<file path="config.mk">
export PLATFORM = sky130hd
export DESIGN_NAME = risc_ctrl_seq
export DESIGN_NICKNAME = d
export VERILOG_FILES = /design/src/rtl/risc_ctrl_seq.sv
export SDC_FILE = /design/constraint.sdc
export NUM_CORES = 1
export LEC_CHECK = 0
export CAP_MARGIN = 10
export CORE_MARGIN = 2
export CORE_UTILIZATION = 28
export CTS_BUF_LIST = sky130_fd_sc_hd__clkbuf_8
export CTS_CLUSTER_SIZE = 30
export DETAILED_ROUTE_END_ITERATION = 7
export SLEW_MARGIN = 20
export SYNTH_ARGS = -nofsm -noshare
export SYNTH_HDL_FRONTEND = slang
export SYNTH_SLANG_ARGS = --single-unit
</file>
<file path="constraint.sdc">
create_clock -name Clk -period 2.66 [get_ports Clk]
set_input_delay 0.266 -clock Clk [delete_from_list [all_inputs] [get_ports Clk]]
set_output_delay 0.266 -clock Clk [all_outputs]
set_load 0.01 [all_outputs]
</file>
<file path="src/rtl/risc_ctrl_seq.sv">
// risc_ctrl_seq: multi-cycle fetch/decode/execute sequencer feeding an 8-bit ALU.
// Holds the PC, instruction register, a 4-entry register file and the zero flag.
//
// Ports:
//   Clk, Rst          rising-edge clock, asynchronous active-high reset
//   Start             begin execution at PC=0 (accepted only in IDLE or HALT)
//   Instr_addr        fetch address, always equal to the PC
//   Instr_rd          fetch request, high throughout FETCH
//   Instr_data        fetched instruction
//   Instr_vld         Instr_data valid, sampled only in FETCH
//   Alu_in1, Alu_in2  registered ALU operands, loaded at DECODE->EXEC
//   Alu_sel           ALU operation, non-zero only in EXEC of ops 0x1..0x7
//   Alu_out           ALU result (combinational return)
//   Alu_zero_flg      ALU zero flag (combinational return)
//   Busy              high in FETCH, DECODE, EXEC
//   Halted            high in HALT
//   Illegal           one-cycle pulse in EXEC for opcodes 0xC..0xF
//   dbg_state         current FSM state: 0 IDLE, 1 FETCH, 2 DECODE, 3 EXEC, 4 HALT
//
// Fetch handshake: Instr_rd is the request and stays high with Instr_addr
// stable for as long as the FSM sits in FETCH; the instruction transfers on
// the rising edge where Instr_rd and Instr_vld are both high. Instr_vld has
// no effect in any other state.
module risc_ctrl_seq #(
  parameter int wrd_size    = 8,
  parameter int sel_width   = 3,
  parameter int addr_width  = 8,
  parameter int instr_width = 12
) (
  input  logic                   Clk,
  input  logic                   Rst,
  input  logic                   Start,
  output logic [addr_width-1:0]  Instr_addr,
  output logic                   Instr_rd,
  input  logic [instr_width-1:0] Instr_data,
  input  logic                   Instr_vld,
  output logic [wrd_size-1:0]    Alu_in1,
  output logic [wrd_size-1:0]    Alu_in2,
  output logic [sel_width-1:0]   Alu_sel,
  input  logic [wrd_size-1:0]    Alu_out,
  input  logic                   Alu_zero_flg,
  output logic                   Busy,
  output logic                   Halted,
  output logic                   Illegal,
  output logic [2:0]             dbg_state
);

  typedef enum logic [2:0] {
    IDLE   = 3'd0,
    FETCH  = 3'd1,
    DECODE = 3'd2,
    EXEC   = 3'd3,
    HALT   = 3'd4
  } state_t;

  state_t                 state, next_state;
  logic [addr_width-1:0]  pc;
  logic [instr_width-1:0] ir;
  logic [wrd_size-1:0]    rf [4];
  logic                   z;

  logic [3:0] op;
  logic [1:0] ra, rb;
  logic       is_alu;

  assign op     = ir[11:8];
  assign ra     = ir[7:6];
  assign rb     = ir[5:4];
  assign is_alu = (op != 4'h0) && !op[3];

  assign Instr_addr = pc;
  assign dbg_state  = state;

  always_ff @(posedge Clk or posedge Rst) begin
    if (Rst) state <= IDLE;
    else     state <= next_state;
  end

  always_comb begin
    next_state = state;
    Instr_rd   = 1'b0;
    Busy       = 1'b0;
    Halted     = 1'b0;
    Illegal    = 1'b0;
    Alu_sel    = '0;
    case (state)
      IDLE: begin
        if (Start) next_state = FETCH;
      end
      FETCH: begin
        Instr_rd = 1'b1;
        Busy     = 1'b1;
        if (Instr_vld) next_state = DECODE;
      end
      DECODE: begin
        Busy       = 1'b1;
        next_state = EXEC;
      end
      EXEC: begin
        Busy = 1'b1;
        if (is_alu) Alu_sel = sel_width'(op[2:0]);
        // EXEC lasts exactly one cycle, so this is inherently a single pulse.
        if (op >= 4'hC) Illegal = 1'b1;
        next_state = (op == 4'hB) ? HALT : FETCH;
      end
      HALT: begin
        Halted = 1'b1;
        if (Start) next_state = FETCH;
      end
      default: next_state = IDLE;
    endcase
  end

  // Datapath: every architectural update is tied to leaving a particular
  // state, so an asynchronous reset can never leave a half-done write-back.
  always_ff @(posedge Clk or posedge Rst) begin
    if (Rst) begin
      pc      <= '0;
      ir      <= '0;
      z       <= 1'b0;
      Alu_in1 <= '0;
      Alu_in2 <= '0;
      for (int i = 0; i < 4; i++) rf[i] <= '0;
    end else begin
      case (state)
        IDLE, HALT: begin
          if (Start) pc <= '0;
        end
        FETCH: begin
          if (Instr_vld) begin
            ir <= Instr_data;
            pc <= pc + 1'b1;
          end
        end
        DECODE: begin
          Alu_in1 <= rf[ra];
          Alu_in2 <= rf[rb];
        end
        EXEC: begin
          case (op)
            4'h1, 4'h2, 4'h3, 4'h4, 4'h5, 4'h6, 4'h7: begin
              rf[ra] <= Alu_out;
              z      <= Alu_zero_flg;
            end
            4'h8: rf[ra] <= wrd_size'(ir[5:0]);
            4'h9: pc <= addr_width'(ir[7:0]);
            // Branch sees the flag as it stood before this edge.
            4'hA: if (z) pc <= addr_width'(ir[7:0]);
            default: ;
          endcase
        end
        default: ;
      endcase
    end
  end

endmodule

</file>
After elaboration in Yosys (flattened, before gate mapping)

Cells that the tools add are included.
W data, S select, Z words.

Flip-flop bits (word level): 72
Output and inout bits: 34

$add $sub $neg: 1
Order comparisons: 4
Equal/unequal tests: 19
Multiplexer cells: 27
Bitwise logic cells: 2
Reduce and logical (&&, ||, !) cells: 15

Operator list:

| cell                  | count |
|---|---|
| $bwmux W32            | 2 |
| $mux W8               | 8 |
| $pmux W32 S2          | 1 |
| $bmux W8 S2           | 2 |
| $pmux W8 S3           | 1 |
| $demux W8 S2          | 1 |
| $eq A4 B3 Y1 const B  | 4 |
| $eq A4 B4 Y1 const B  | 4 |
| $pmux W8 S2           | 1 |
| $mux W3               | 5 |
| $pmux W3 S4           | 1 |
| $add A8 B1 Y8 const B | 1 |
| $eq A4 B2 Y1 const B  | 2 |
| $reduce_and A2 Y1     | 4 |
| $reduce_or A7 Y1      | 1 |
| $eq A3 B2 Y1 const B  | 2 |
| $ge A3 B3 Y1 const B  | 2 |
| $not A2 Y3            | 2 |
| $mux W1               | 5 |
| $reduce_and A5 Y1     | 1 |
| $eq A4 B1 Y1 const B  | 1 |
| $ge A4 B4 Y1 const B  | 1 |
| $reduce_bool A4 Y1    | 1 |
| $eq A3 B1 Y1 const B  | 1 |
| other kinds (13)      | 14 |

Depth between registers and ports, before layout

Word-level depth: 7
Gate-level depth with buffers: 7
Depth with buffers taken out: 6

Worst setup path before layout

No wires, ideal clock.

Kind: register -> register
Start: register state[2], in the netlist dbg_state[2]
End: register rf[24] (netlist name)
Setup time: 0.125 ns
Data arrival time: 1.750 ns
Data required time: 2.535 ns
Setup slack: 0.785 ns
Cell stages (with the launch flop): 8
Period minus slack after synthesis: 1.875 ns
Path through: dfrtp_1 > buf_6 > and3b_1 > buf_6 > nand3_4 > or3_1 > buf_6 > mux2_4

Word-level cells in the longest chain between the ends: 2

Ends and longest elaborated chain:

| item                               | line | text |
|---|---|---|
| start, declared                    | 56   | `state_t state, next_state;` |
| start signal, assigned             | 76   | `else state <= next_state;` |
| $eq A3 B2 Y1                       | 125  | `case (state)` |
| $reduce_and A2 Y1 (no source line) | -    |  |
| end signal, assigned by index      | 142  | `rf[ra] <= Alu_out;` |
| end signal, assigned by index      | 145  | `4'h8: rf[ra] <= wrd_size'(ir[5:0]);` |
| end, declared                      | 59   | `logic [wrd_size-1:0] rf [4];` |

No other way between the ends.
A chain may end at the register's enable or synchronous reset.

Worst setup path after layout

Start: register state[0], in the netlist dbg_state[0]
End: output Alu_sel[1]

Word-level cells in the longest chain between the ends: 2

Ends and longest elaborated chain:

| item          | line | text |
|---|---|---|
| $eq A3 B2 Y1  | 86   | `case (state)` |
| $mux W3       | 86   |  |
| end, declared | 39   | `output logic [sel_width-1:0] Alu_sel,` |

No other way between the ends.

==> impl_metrics.ini <==
[setup_path]
crit_path_max_fanout = 11
arrival_ps = 2230
required_ps = 2390
crit_path_end_kind = output pin
r2r_start = dbg_state[2]
cp-startpoint = dbg_state[0]
cp-start-kind = flop
worstSetupPathType = reg -> out

[cells_and_area]
drive_gt1_share_pct = 34.7
syn_to_final_growth_pct = 26.6
layout_commonest_cell = dfrtp_1
n_antenna_cell = 0
fin_nets = 347
final_cell_mix = dfrtp_1 (72), mux2_2 (61), clkdlybuf4s50_1 (58), mux4_2 (16), nand2_1 (13)

[timing]
clock_skew_ps = 7.63
tightest_slew_ps = 690
setup_tns_ps = 0
period_share_pct = 93.8
rsz0062_at_grt = no
timing.fmax_mhz = 401
slew_headroom_pct = 54.0
hold_viol_final = 0
whs_ps = 285
setup-violations-final = 0
post-route-min-period_ps = 2500
maxSlewViolCount = 0

[floorplan]
die_width_um = 118
dieArea_um2 = 14000
die_h_um = 118
num_rows = 41
io_pins = 59
start_util_pct = 28.8
coreArea_um2 = 12700

[route]
wirelength_mm = 8.52
antenna_left = 0
drc = 0
wl_per_cell_um = 17.1
drt_iter0_drc = 143
drt_first_pass_iters = 4
dr_total_vias = 2411
routed_via_density = 4.84

[synthesis]
yosysSeqAreaShare_pct = 49.1
synth.avg_cell_area_um2 = 14.0
yosys_warnings = 0
netlist_area_um2 = 3670
synthesis.nets = 287
ys_seq_elements = 72
syn_inst = 261
synth_top_area_cell = dfrtp_1
synthDistinctLibCells = 42
synth_edf_count = 0
synth_top_area_share_pct = 49.1
synth_flop_cell = dfrtp_1
synthTopCellsByArea = dfrtp_1 (49%), mux2_2 (19%), mux4_2 (9.8%)
synth-async-reset-ratio_pct = 100

[place]
routabilityCongestion = 0.772
port_buffers = 58
hpwl_mm = 5.83

[grt]
grt_max_degree = 52
grt_pass1_wl_mm = 13.8
globalRouteOverflowTotal = 0
grt_pass1_vias = 2499
antenna_found_initial = 0
grt.total_usage_pct = 12.7

[power_and_ir_drop]
ir_worst_vdd_mv = 0.463
power.total_mw = 5.44
powerDensity_nw_per_um2 = 1170
p_leak_nw = 1.90

[min_path]
hold_class = in -> async

[clock_tree]
cts_setup_buffers = 0
insertion_delay_ps = 340
htree_levels = 3
cts_tree = done
cts_max_path_buffers = 2
clkTransAtPathRegs_ps = 80
cts_buffers = 9
clock_sinks = 72
root_buffer = clkbuf_8

[run]
cap_violations = 0

[outcome]
status = finished clean
[worst max-delay path, stage by stage, from the launching register on]
cell and delay [ps]:
dfrtp_1 510, nor2b_2 330, nand2_1 200, nor3b_1 270, clkdlybuf4s50_1 580
[cell type report]
type                       count  area (um^2)
sequential                    72         1800
inverter                       7         26.3
timing repair buffer          63          631
tap                          172          215
fill                        1295         8080
multi-input combinational    168         1760
clock inverter                 5         56.3
clock buffer                  11          151
[worst paths after layout]
check | endpoint | slack, ps | cells past startpoint
worst max register to register | rf[13] | 440 | 4
worst min-delay path | Alu_in1[6] | 290 | 2
worst min register to register | z | 510 | 1
max in group asynchronous | ir[3] | 1720 | 3
min in group Clk | z | 510 | 1
worst max-delay path | Alu_sel[1] | 160 | 4
[registers in the layout, summed over array words and instances, names as in the netlist]
register	count
Alu_in1	8
Alu_in2	8
Instr_addr	8
dbg_state	3
ir	12
rf	32
z	1
[where the power goes]
group	internal [mW]	switching [mW]	total [mW]
clock	0.483	0.415	0.898
sequential	1.60	0.602	2.21
combinational	1.49	0.840	2.33
[kinds of logic (layout without fill, tap and decap cells)]
kind of cell	after synthesis	in the layout	synth area share, %
multiplexers	86	86	32.1
flip-flops	72	72	49.1
AND/OR/NAND/NOR	51	51	9.04
buffers and inverters	21	86	2.94
AO/OA/AOI/OAI	30	30	6.42
adder cells (fa/ha/maj)	1	1	0.341
[timing repair]
| item | 4_1_cts | 5_1_grt |
|---|---|---|
| endpoints found under the setup margin | 0 | 4 |
| gates resized for setup | 0 | 1 |
| hold buffers | 0 | 0 |
[routing by layer]
layer  share of wire, %  vias up  GRT usage (%)
met2                 47       68           19.3
met5                  0        -              0
li1                   -     1104              -
met3                5.4       14           3.47
met1                 46     1225           16.8
met4                1.9        0           5.73
[per-stage QoR]
| stage | util (%) | setup slack [ps] | std cells | instance area (um^2) |
|---|---|---|---|---|
| 2_1_floorplan | - | 569 | 261 | 3670 |
| 3_3_place_gp | 34.8 | 481 | 482 | 4430 |
| 3_5_place_dp | 34.8 | 433 | 482 | 4430 |
| 4_1_cts | 36.5 | 47.5 | 498 | 4640 |
| 5_1_grt | 36.5 | 31.4 | 498 | 4640 |
| 6_report | 36.5 | 164 | 498 | 4640 |
[cells in the mapped netlist, drive strengths merged (2+ instances only)]
library cell,instances
a21oi,4
a22o,4
a32o,4
and3,4
buf,9
clkbuf,5
dfrtp,72
inv,7
mux2,69
mux4,16
nand2,13
nand2b,5
nand3,2
nand3b,3
nor2,5
nor2b,3
nor3,2
nor3b,6
o211ai,2
o21ai,5
o221ai,4
o22ai,2
o31ai,3
Note: power is estimated with default switching activity, not from simulation.
